[src/rtl/rs_erasure_decode_sequencer.sv]
// rtl/rs_erasure_decode_sequencer.sv - RS(10,8) error/erasure decode sequencer
// Optional saturating status counters are built when RS_SEQ_STATS_EN is defined.
module rs_erasure_decode_sequencer #(
    parameter int SYM_W   = 8,
    parameter int N_SYM   = 10,
    parameter int TIMEOUT = 16
) (
    input  logic                           clk,
    input  logic                           rst_n,
    input  logic                           in_valid,
    output logic                           in_ready,
    input  logic [SYM_W*N_SYM-1:0]         in_cw,
    input  logic [N_SYM-1:0]               in_due,
    output logic                           core_start,
    output logic [1:0]                     core_mode,
    output logic [SYM_W*N_SYM-1:0]         core_cw,
    output logic [3:0]                     core_era0,
    output logic [3:0]                     core_era1,
    input  logic                           core_done,
    input  logic                           core_fail,
    input  logic                           core_err,
    input  logic [SYM_W*(N_SYM-2)-1:0]     core_data,
    output logic                           out_valid,
    input  logic                           out_ready,
    output logic [SYM_W*(N_SYM-2)-1:0]     out_data,
    output logic [1:0]                     out_status
`ifdef RS_SEQ_STATS_EN
    ,
    output logic [15:0]                    stat_clean,
    output logic [15:0]                    stat_err,
    output logic [15:0]                    stat_era,
    output logic [15:0]                    stat_due
`endif
);

    localparam int DW = SYM_W * (N_SYM - 2);
    localparam int CW = SYM_W * N_SYM;

    localparam logic [1:0] MODE_ERR = 2'b00;
    localparam logic [1:0] MODE_ERA = 2'b01;

    localparam logic [1:0] ST_CLEAN = 2'b00;
    localparam logic [1:0] ST_ERR   = 2'b01;
    localparam logic [1:0] ST_ERA   = 2'b10;
    localparam logic [1:0] ST_DUE   = 2'b11;

    localparam logic [7:0] TMO_LAST = 8'(TIMEOUT - 1);

    typedef enum logic [1:0] {
        S_IDLE   = 2'b00,
        S_LAUNCH = 2'b01,
        S_WAIT   = 2'b10,
        S_RESP   = 2'b11
    } state_t;

    state_t          state_q;
    logic            in_ready_q;
    logic            core_start_q;
    logic [1:0]      core_mode_q;
    logic [CW-1:0]   core_cw_q;
    logic [3:0]      core_era0_q;
    logic [3:0]      core_era1_q;
    logic            out_valid_q;
    logic [DW-1:0]   out_data_q;
    logic [1:0]      out_status_q;
    logic [7:0]      tmr_q;

    logic [3:0]      due_cnt_d;
    logic [3:0]      era_lo_d;
    logic [3:0]      era_hi_d;
    logic [1:0]      core_status_d;
    logic            accept;
    logic            resp_hs;

    // 4-bit accumulation keeps an all-chips-flagged vector (count 10) representable
    always_comb begin
        due_cnt_d = '0;
        for (int i = 0; i < N_SYM; i++) begin
            due_cnt_d = due_cnt_d + 4'(in_due[i]);
        end
    end

    always_comb begin
        era_lo_d = '0;
        era_hi_d = '0;
        for (int i = N_SYM - 1; i >= 0; i--) begin
            if (in_due[i]) era_lo_d = 4'(i);
        end
        for (int i = 0; i < N_SYM; i++) begin
            if (in_due[i]) era_hi_d = 4'(i);
        end
    end

    always_comb begin
        core_status_d = ST_CLEAN;
        if (core_fail) begin
            core_status_d = ST_DUE;
        end else if (core_err) begin
            core_status_d = (core_mode_q == MODE_ERA) ? ST_ERA : ST_ERR;
        end
    end

    assign accept  = (state_q == S_IDLE) && in_valid && in_ready_q;
    assign resp_hs = (state_q == S_RESP) && out_ready;

    always_ff @(posedge clk or negedge rst_n) begin
        if (!rst_n) begin
            state_q      <= S_IDLE;
            in_ready_q   <= 1'b0;
            core_start_q <= 1'b0;
            core_mode_q  <= MODE_ERR;
            core_cw_q    <= '0;
            core_era0_q  <= '0;
            core_era1_q  <= '0;
            out_valid_q  <= 1'b0;
            out_data_q   <= '0;
            out_status_q <= ST_CLEAN;
            tmr_q        <= '0;
        end else begin
            core_start_q <= 1'b0;
            case (state_q)
                S_IDLE: begin
                    in_ready_q <= 1'b1;
                    if (accept) begin
                        in_ready_q <= 1'b0;
                        core_cw_q  <= in_cw;
                        if (due_cnt_d >= 4'd3) begin
                            core_mode_q  <= MODE_ERR;
                            core_era0_q  <= '0;
                            core_era1_q  <= '0;
                            out_valid_q  <= 1'b1;
                            out_status_q <= ST_DUE;
                            out_data_q   <= '0;
                            state_q      <= S_RESP;
                        end else begin
                            if (due_cnt_d == 4'd2) begin
                                core_mode_q <= MODE_ERA;
                                core_era0_q <= era_lo_d;
                                core_era1_q <= era_hi_d;
                            end else begin
                                core_mode_q <= MODE_ERR;
                                core_era0_q <= '0;
                                core_era1_q <= '0;
                            end
                            core_start_q <= 1'b1;
                            state_q      <= S_LAUNCH;
                        end
                    end
                end
                S_LAUNCH: begin
                    tmr_q   <= '0;
                    state_q <= S_WAIT;
                end
                S_WAIT: begin
                    // a completion in the timeout cycle still delivers its result
                    if (core_done) begin
                        out_valid_q  <= 1'b1;
                        out_status_q <= core_status_d;
                        out_data_q   <= (core_status_d == ST_DUE) ? '0 : core_data;
                        state_q      <= S_RESP;
                    end else if (tmr_q == TMO_LAST) begin
                        out_valid_q  <= 1'b1;
                        out_status_q <= ST_DUE;
                        out_data_q   <= '0;
                        state_q      <= S_RESP;
                    end else begin
                        tmr_q <= tmr_q + 8'd1;
                    end
                end
                S_RESP: begin
                    if (out_ready) begin
                        out_valid_q <= 1'b0;
                        in_ready_q  <= 1'b1;
                        state_q     <= S_IDLE;
                    end
                end
                default: state_q <= S_IDLE;
            endcase
        end
    end

    assign in_ready   = in_ready_q;
    assign core_start = core_start_q;
    assign core_mode  = core_mode_q;
    assign core_cw    = core_cw_q;
    assign core_era0  = core_era0_q;
    assign core_era1  = core_era1_q;
    assign out_valid  = out_valid_q;
    assign out_data   = out_data_q;
    assign out_status = out_status_q;

`ifdef RS_SEQ_STATS_EN
    logic [15:0] stat_clean_q;
    logic [15:0] stat_err_q;
    logic [15:0] stat_era_q;
    logic [15:0] stat_due_q;

    // timeouts reach RESP as DUE, so they land in stat_due at handshake
    always_ff @(posedge clk or negedge rst_n) begin
        if (!rst_n) begin
            stat_clean_q <= '0;
            stat_err_q   <= '0;
            stat_era_q   <= '0;
            stat_due_q   <= '0;
        end else if (resp_hs) begin
            case (out_status_q)
                ST_CLEAN: if (stat_clean_q != 16'hFFFF) stat_clean_q <= stat_clean_q + 16'd1;
                ST_ERR:   if (stat_err_q   != 16'hFFFF) stat_err_q   <= stat_err_q   + 16'd1;
                ST_ERA:   if (stat_era_q   != 16'hFFFF) stat_era_q   <= stat_era_q   + 16'd1;
                default:  if (stat_due_q   != 16'hFFFF) stat_due_q   <= stat_due_q   + 16'd1;
            endcase
        end
    end

    assign stat_clean = stat_clean_q;
    assign stat_err   = stat_err_q;
    assign stat_era   = stat_era_q;
    assign stat_due   = stat_due_q;
`else
    logic unused_hs;
    assign unused_hs = resp_hs;
`endif

endmodule

[config.mk]
export PLATFORM = sky130hd
export DESIGN_NAME = rs_erasure_decode_sequencer
export DESIGN_NICKNAME = d
export VERILOG_FILES = /design/src/rtl/rs_erasure_decode_sequencer.sv
export SDC_FILE = /design/constraint.sdc
export NUM_CORES = 1
export LEC_CHECK = 0
export CAP_MARGIN = 40
export CORE_ASPECT_RATIO = 0.7
export CORE_UTILIZATION = 41
export CTS_CLUSTER_SIZE = 24
export DETAILED_ROUTE_END_ITERATION = 8
export PLACE_DENSITY = 0.87
export SETUP_SLACK_MARGIN = 0.2
export SYNTH_ARGS = -nofsm -noshare
export SYNTH_HDL_FRONTEND = slang
export SYNTH_SLANG_ARGS = --single-unit
[constraint.sdc]
create_clock -name clk -period 3.8 [get_ports clk]
set_input_delay 1.14 -clock clk [delete_from_list [all_inputs] [get_ports clk]]
set_output_delay 1.14 -clock clk [all_outputs]
set_load 0.02 [all_outputs]
==> reports/results.ini, run 1 <==
[clock_network]
cts_hold_buffers=0
cts.sinks=168
cts_max_level=4
numCtsBuffers=17
cts_tree=built
cts.path.max_buffers=2
insertion_delay_ns=0.43
path_clk_slew_ns=0.06
cts-root-buf=clkbuf_16

[route]
avgRoutedWirePerCell_um=18.1
wirelength_mm=21.4
final_antenna_net_count=0
drc=0
vias_per_cell=4.98
drt-initial-drc-count=257
dr.pass1.iters=4
vias=5879

[timing]
max_freq_mhz=245
finClkSkew_ns=0.00923
hold_ws_ns=0.482
finalSetupTns_ns=-16.06
hold_viol=0
max-slew-margin-rel_pct=44.1
worst_slack_ns=-0.279
worst_slew_pin_slew_ns=0.838
setup_viol=76
rsz0062_at_grt=yes
fin_crit_sh_pct=107
slew_viol_final=0
fin_crit_ns=4.08

[logic_synthesis]
synth-main-ff-cell=dfrtp_1
seq_area_frac_synth_pct=60.4
syn_area_per_cell_um2=11.6
synth_adder_area_share_pct=2.99
ys_ff_latch=168
synth_compound_area_share_pct=8.74
synthSimpleGateAreaFrac_pct=11.1
synth_area_leaders=dfrtp_1, mux2_2, nand2_1
muxShareOfSynthArea_pct=12.9
synth_cells=600
syn_nets=774
yosysTopAreaCell=dfrtp_1
yosysWarnings=0
yosysTopAreaCellShare_pct=60.4
synth_xor_xnor_area_share_pct=0.629
synthArstFlopShare_pct=100
synth_edf_count=0
synth_top_family_by_area=multiplexers
ys_types=42
synth_area_mm2=0.00696

[worst_hold_path]
min_path_type=flop to flop
hold_path_end=out_data[7]
hold_path.startpoint=out_data[7]
whs_path_depth=2

[worst_setup_path]
cpMaxStageDelayCell=fa_2
cp_common_cell=fa_1
cpLargestDelayFamily=adder cells
path_max_fanout=9
slowest_delay_ns=0.54
reg2regPathDepth=10
crit_buf_inv=6
critical_path_required_ns=4.10
reg2reg_from=state_q[1]
cp-end-kind=flop
critPathKind=input port to flop
r2r-end=out_data[43]
arrival_ns=4.38
cp_cell_sequence=buf_8 > fa_1 > fa_1 > inv_1 > fa_1 > inv_2 > ha_4 > fa_2 > nand2_2 > nand2_4 > o211ai_4 > buf_12 > buf_12 > buf_16 > nand2_1 > o21ai_1
start_kind=input port
r2r_slack_ns=1.55

[place]
pre_cts_ws_ns=-1.07
gp_congestion=0.832
io_buffers=318
post-dp-hpwl_mm=14.8

[floorplanning]
die_w_um=158
pin_count=320
die_h_um=111
start_util_pct=42.3
dieArea_mm2=0.0175
core_area_mm2=0.0164
std_cell_rows=39

[status]
violations=negative setup slack
status=finished, violations left

[pwr]
pwr_density_cell_mw_per_mm2=841
ir_drop_mv=0.498
p_leak_nw=4.94

[global_route]
first_global_vias=6179
grt_usage_pct=24.8
grt_max_degree=88
grt_pass1_wl_mm=32.8
overflow=0
antenna_found_initial=0

[cells_and_area]
syn_to_final_growth_pct=67.8
fill_cells=1126
drive_gt1_share_pct=23.3
antenna_cells=0
nets=1118

[job]
maxCapViolCount=0

==> area by class of cell <==
type | instances | area [um2] | area share (%)
Sequential cell | 168 | 4200 | 36.0
Clock inverter | 11 | 115 | 0.986
Tap cell | 225 | 282 | 2.41
Inverter | 15 | 58.8 | 0.504
Timing Repair Buffer | 357 | 3760 | 32.2
Clock buffer | 20 | 457 | 3.91
Multi-Input combinational cell | 385 | 2800 | 23.9
==> state kept, by name, summed over array words and instances (netlist names) <==
| signal | flops |
|---|---|
| core_cw | 80 |
| out_data | 64 |
| tmr_q | 8 |
| core_era0 | 4 |
| core_era1 | 4 |
| out_status | 2 |
| state_q | 2 |
| core_mode | 1 |
| core_start | 1 |
| in_ready | 1 |
| out_valid | 1 |
==> worst max path at each step <==
stage                         to  slack (ns)  startpoint  cells past startpoint
floorplan           core_era0[0]       -0.39   in_due[3]                     12
global route         out_data[3]       -0.34   in_due[3]                     16
global placement    out_data[29]       -0.96   in_due[3]                     13
detailed placement  out_data[23]       -1.07   in_due[3]                     14
finish              out_data[43]       -0.28   in_due[3]                     16
CTS                 out_data[49]       -0.28   in_due[9]                     16
==> power breakdown <==
group,internal (mW),switching [mW],total [mW],leakage [nW]
clock network,0.948,0.739,1.69,0.273
logic,2.70,2.54,5.24,2.52
registers,2.48,0.408,2.89,2.15
total,6.13,3.69,9.82,4.94
==> worst reg2reg max path, delay by kind of cell (launching register included) <==
kind | cells | cell delay, ns
AOI/OAI and AO/OA | 3 | 0.42
and+or+nand+nor | 2 | 0.30
adders and majority gates | 1 | 0.42
DFF | 1 | 0.43
buffers and inverters | 4 | 0.55
==> cells in the mapped netlist, types with 2 or more instances <==
master and number:
nand3_1 5, nand2_1 148, xnor2_1 2, dfrtp_1 168, a32o_1 3, nor3_1 2
nor2b_1 2, inv_1 15, a21oi_1 6, nand2b_1 4, o21ai_0 19, a21o_1 2
nor2_1 15, buf_2 16, ha_1 7, fa_1 6, o31ai_1 5, o21ai_1 55
o21bai_1 3, xor2_1 3, clkbuf_1 13, buf_6 2, mux2_2 80
==> cells by family (layout without fill, tap and decap cells) <==
family | count (synthesis) | in the layout
and+or+nand+nor | 184 | 184
DFF | 168 | 168
AOI/OAI and AO/OA | 102 | 102
muxes | 80 | 80
buffers and inverters | 47 | 403
adders and majority gates | 13 | 13
xor gates and xnor gates | 5 | 5
other | 1 | 1
==> stage by stage <==
stage | instances | power, mW | instance area [um2] | utilization, %
floorplan | 600 | 5.16 | 7000 | -
global placement | 1134 | 7.10 | 10600 | 64.2
detailed placement | 1134 | 7.25 | 10600 | 64.2
CTS | 1178 | 9.51 | 11400 | 69.4
global route | 1181 | 10.3 | 11700 | 71.0
finish | 1181 | 9.82 | 11700 | 71.0
==> routing by layer <==
layer / vias up / routed length (um) / part of all wire [%] / GRT usage, %
li1: 2712 / - / - / -
met3: 40 / 1600 / 7.5 / 8.05
met5: - / 0 / 0 / 0
met4: 0 / 554 / 2.6 / 9.19
met2: 231 / 10700 / 50 / 41.8
met1: 2896 / 8550 / 40 / 29.4
==> layout by cell type (no fill, tap or decap), types with 5 or more instances in the layout <==
master / netlist / routed
nand2_1: 148 / 123
mux2_2: 80 / 80
inv_1: 15 / 13
clkbuf_16: 0 / 20
nor2_1: 15 / 14
dfrtp_1: 168 / 168
o21ai_0: 19 / 9
a21oi_1: 6 / 5
fa_1: 6 / 5
buf_6: 2 / 10
buf_4: 1 / 13
nand2_2: 0 / 21
buf_12: 0 / 9
o21ai_2: 0 / 20
o21ai_1: 55 / 44
clkdlybuf4s50_1: 0 / 311
ha_1: 7 / 6
==> what timing repair did <==
| action | in CTS | in global routing |
|---|---|---|
| setup buffers | 9 | 0 |
| pin swaps | 26 | 19 |
| gates resized for setup | 61 | 56 |
| endpoints found under the setup margin | 78 | 78 |
| gates cloned | 4 | 3 |
(Power assumes the default switching activity.)
==> inputs of run 2 (changes only) <==
--- a/config.mk
+++ b/config.mk
@@ -8,6 +8,7 @@
 export CAP_MARGIN = 40
 export CORE_ASPECT_RATIO = 0.7
 export CORE_UTILIZATION = 41
+export CTS_BUF_LIST = sky130_fd_sc_hd__clkbuf_8
 export CTS_CLUSTER_SIZE = 24
 export DETAILED_ROUTE_END_ITERATION = 8
 export PLACE_DENSITY = 0.87
==> run 2 against run 1 <==
  * The run still ends with negative setup slack left
  * Critical path depth is 1 higher
  * Sequential cell count is the same
  * Sequential share of layout area shrank 0.15 points
  * Global-route usage is 0.13 points lower
  * Register-to-register slack worse by 0.08 ns
  * Total power is 0.35% higher
  * Clock skew rose by 0.0054 ns
  * Sequential power hardly changed
  * Combinational power grew 8.8%
  * Critical endpoint is now out_data[12]
==> reports/results.ini, run 2 (synthesized netlist as in run 1, its figures left out) <==
[timing]
finClkSkew_ns=0.0146  ; was 0.00923 ns
slew_viol_final=0  ; unchanged
fin_crit_ns=4.10  ; was 4.08 ns
max-slew-margin-rel_pct=45.0  ; was 44.1%
max_freq_mhz=244  ; was 245 MHz
fin_crit_sh_pct=108  ; was 107%
worst_slew_pin_slew_ns=0.825  ; was 0.838 ns
rsz0062_at_grt=yes  ; unchanged
finalSetupTns_ns=-15.50  ; was -16.06 ns
worst_slack_ns=-0.299  ; was -0.279 ns
setup_viol=74  ; was 76
hold_viol=0  ; unchanged

[worst_setup_path]
cpMaxStageDelayCell=fa_2  ; unchanged
cpLargestDelayFamily=adder cells  ; unchanged
cp_cell_sequence=buf_8 > fa_1 > fa_1 > inv_1 > fa_1 > inv_2 > ha_4 > fa_2 > nand2_2 > nand2_4 > o211ai_4 > buf_12 > buf_12 > buf_12 > buf_16 > nand2_2 > o21ai_1  ; was buf_8 > fa_1 > fa_1 > inv_1 > fa_1 > inv_2 > ha_4 > fa_2 > nand2_2 > nand2_4 > o211ai_4 > buf_12 > buf_12 > buf_16 > nand2_1 > o21ai_1
r2r-end=out_data[12]  ; was out_data[43]
critPathKind=input port to flop  ; unchanged
reg2reg_from=state_q[0]  ; was state_q[1]
r2r_slack_ns=1.47  ; was 1.55 ns
critical_path_required_ns=4.15  ; was 4.10 ns
slowest_delay_ns=0.54  ; about the same
arrival_ns=4.45  ; was 4.38 ns
path_max_fanout=6  ; was 9
reg2regPathDepth=11  ; was 10
cp-end-kind=flop  ; unchanged
start_kind=input port  ; unchanged
crit_buf_inv=7  ; was 6

[clock_network]
cts.sinks=168  ; unchanged
cts_tree=built  ; unchanged
insertion_delay_ns=0.45  ; was 0.43 ns
cts_hold_buffers=0  ; unchanged
path_clk_slew_ns=0.10  ; was 0.06 ns
cts_max_level=4  ; unchanged
cts-root-buf=clkbuf_8  ; was clkbuf_16
cts.path.max_buffers=2  ; unchanged
numCtsBuffers=17  ; unchanged

[route]
drt-initial-drc-count=308  ; was 257
final_antenna_net_count=0  ; unchanged
vias_per_cell=5.01  ; was 4.98
avgRoutedWirePerCell_um=18.6  ; was 18.1 um
drc=0  ; unchanged
dr.pass1.iters=4  ; unchanged
vias=5973  ; was 5879
wirelength_mm=22.1  ; was 21.4 mm

[floorplanning]
std_cell_rows=39  ; unchanged
core_area_mm2=0.0164  ; unchanged
dieArea_mm2=0.0175  ; unchanged
die_w_um=158  ; unchanged
start_util_pct=42.3  ; unchanged
die_h_um=111  ; unchanged
pin_count=320  ; unchanged

[pwr]
p_leak_nw=5.00  ; was 4.94 nW
fin_total_pwr_mw=9.85  ; was 9.82 mW
ir_drop_mv=0.499  ; was 0.498 mV
pwr_density_cell_mw_per_mm2=840  ; was 841 mW/mm2

[cells_and_area]
antenna_cells=0  ; unchanged
largest_register_ff_count=80  ; unchanged
layout_commonest_cell=clkdlybuf4s50_1  ; unchanged
drive_gt1_share_pct=24.6  ; was 23.3%
fin_cells=1192  ; was 1181
nets=1129  ; was 1118
final_cell_mix=clkdlybuf4s50_1, dfrtp_1, nand2_1  ; unchanged
syn_to_final_growth_pct=68.6  ; was 67.8%

[status]
violations=negative setup slack  ; unchanged
status=finished, violations left  ; unchanged

[worst_hold_path]
min_path_type=flop to flop  ; unchanged
whs_path_depth=2  ; unchanged
hold_path_end=out_data[33]  ; was out_data[7]
hold_path.startpoint=out_data[33]  ; was out_data[7]

[place]
place_inst=1134  ; unchanged
io_buffers=318  ; unchanged
pre_cts_ws_ns=-1.07  ; unchanged
post-dp-hpwl_mm=14.8  ; unchanged
gp_congestion=0.832  ; unchanged

[global_route]
grt_usage_pct=24.7  ; was 24.8%
grt_max_degree=88  ; unchanged
grt_pass1_wl_mm=32.7  ; was 32.8 mm
first_global_vias=6201  ; was 6179
overflow=0  ; unchanged
antenna_found_initial=0  ; unchanged

[job]
maxCapViolCount=0  ; unchanged

==> run 2: cell count changes in the layout (fill, tap and decap cells not counted), moves of 2 or more <==
cell       before  now
clkbuf_8        2   19
nand2_2        21   13
nand2_4         4   12
buf_6          10   12
o21ai_1        44   42
o21ai_2        20   22
buf_4          13   16
clkbuf_16      20    8
==> run 2: cell type report <==
type                       count  area [um2]
multi-input combinational    385        2850
clock inverter                12         119
tap                          225         282
timing repair buffer         368        3950
fill                        1108        4720
sequential                   168        4200
clock buffer                  19         262
inverter                      15        58.8
==> run 2: how the worst max path moves through the flow <==
| stage | end | slack (ns) | cells after the start | startpoint |
|---|---|---|---|---|
| floorplan | core_era0[0] | -0.39 | 12 | in_due[3] |
| global placement | out_data[29] | -0.96 | 13 | in_due[3] |
| detailed placement | out_data[23] | -1.07 | 14 | in_due[3] |
| CTS | out_data[23] | -0.29 | 16 | in_due[9] |
| global route | out_data[12] | -0.36 | 17 | in_due[3] |
| finish | out_data[12] | -0.30 | 17 | in_due[3] |
==> run 2: stage by stage <==
| step | area (um2) | hold WS [ns] | utilization (%) |
|---|---|---|---|
| 2_1_floorplan | 7000 | 0.493 | - |
| 3_3_place_gp | 10600 | 0.460 | 64.2 |
| 3_5_place_dp | 10600 | 0.469 | 64.2 |
| 4_1_cts | 11300 | 0.488 | 68.4 |
| 5_1_grt | 11700 | 0.508 | 71.3 |
| 6_report | 11700 | 0.484 | 71.3 |
==> run 2: report_power, final <==
| group | total [mW] | internal, mW | switching [mW] | leakage [nW] |
|---|---|---|---|---|
| registers | 2.90 | 2.48 | 0.421 | 2.15 |
| logic | 5.70 | 3.02 | 2.68 | 2.66 |
| clock network | 1.25 | 0.561 | 0.693 | 0.190 |
==> run 2: repair_timing <==
item                                    4_1_cts  5_1_grt
setup buffers                                12        3
endpoints found under the setup margin       78       78
cloned                                        4        8
pin swaps                                    20       32
gates resized for setup                      67       65
==> run 2: routing by layer <==
metal,routed length (um),vias up,GRT usage [%]
li1,-,2728,-
met1,8720,2959,29.7
met2,11100,231,41.3
met3,1620,55,7.19
met4,741,0,9.90
met5,0,-,0
==> run 2: worst register-to-register path, stage by stage, from the launching register on <==
cell and delay (ns):
dfrtp_1 0.43, inv_1 0.11, ha_1 0.42, nand3_4 0.25
a21oi_2 0.25, o211ai_4 0.11, buf_12 0.14, buf_12 0.14
buf_12 0.13, buf_16 0.13, nand2_2 0.05, o21ai_1 0.05
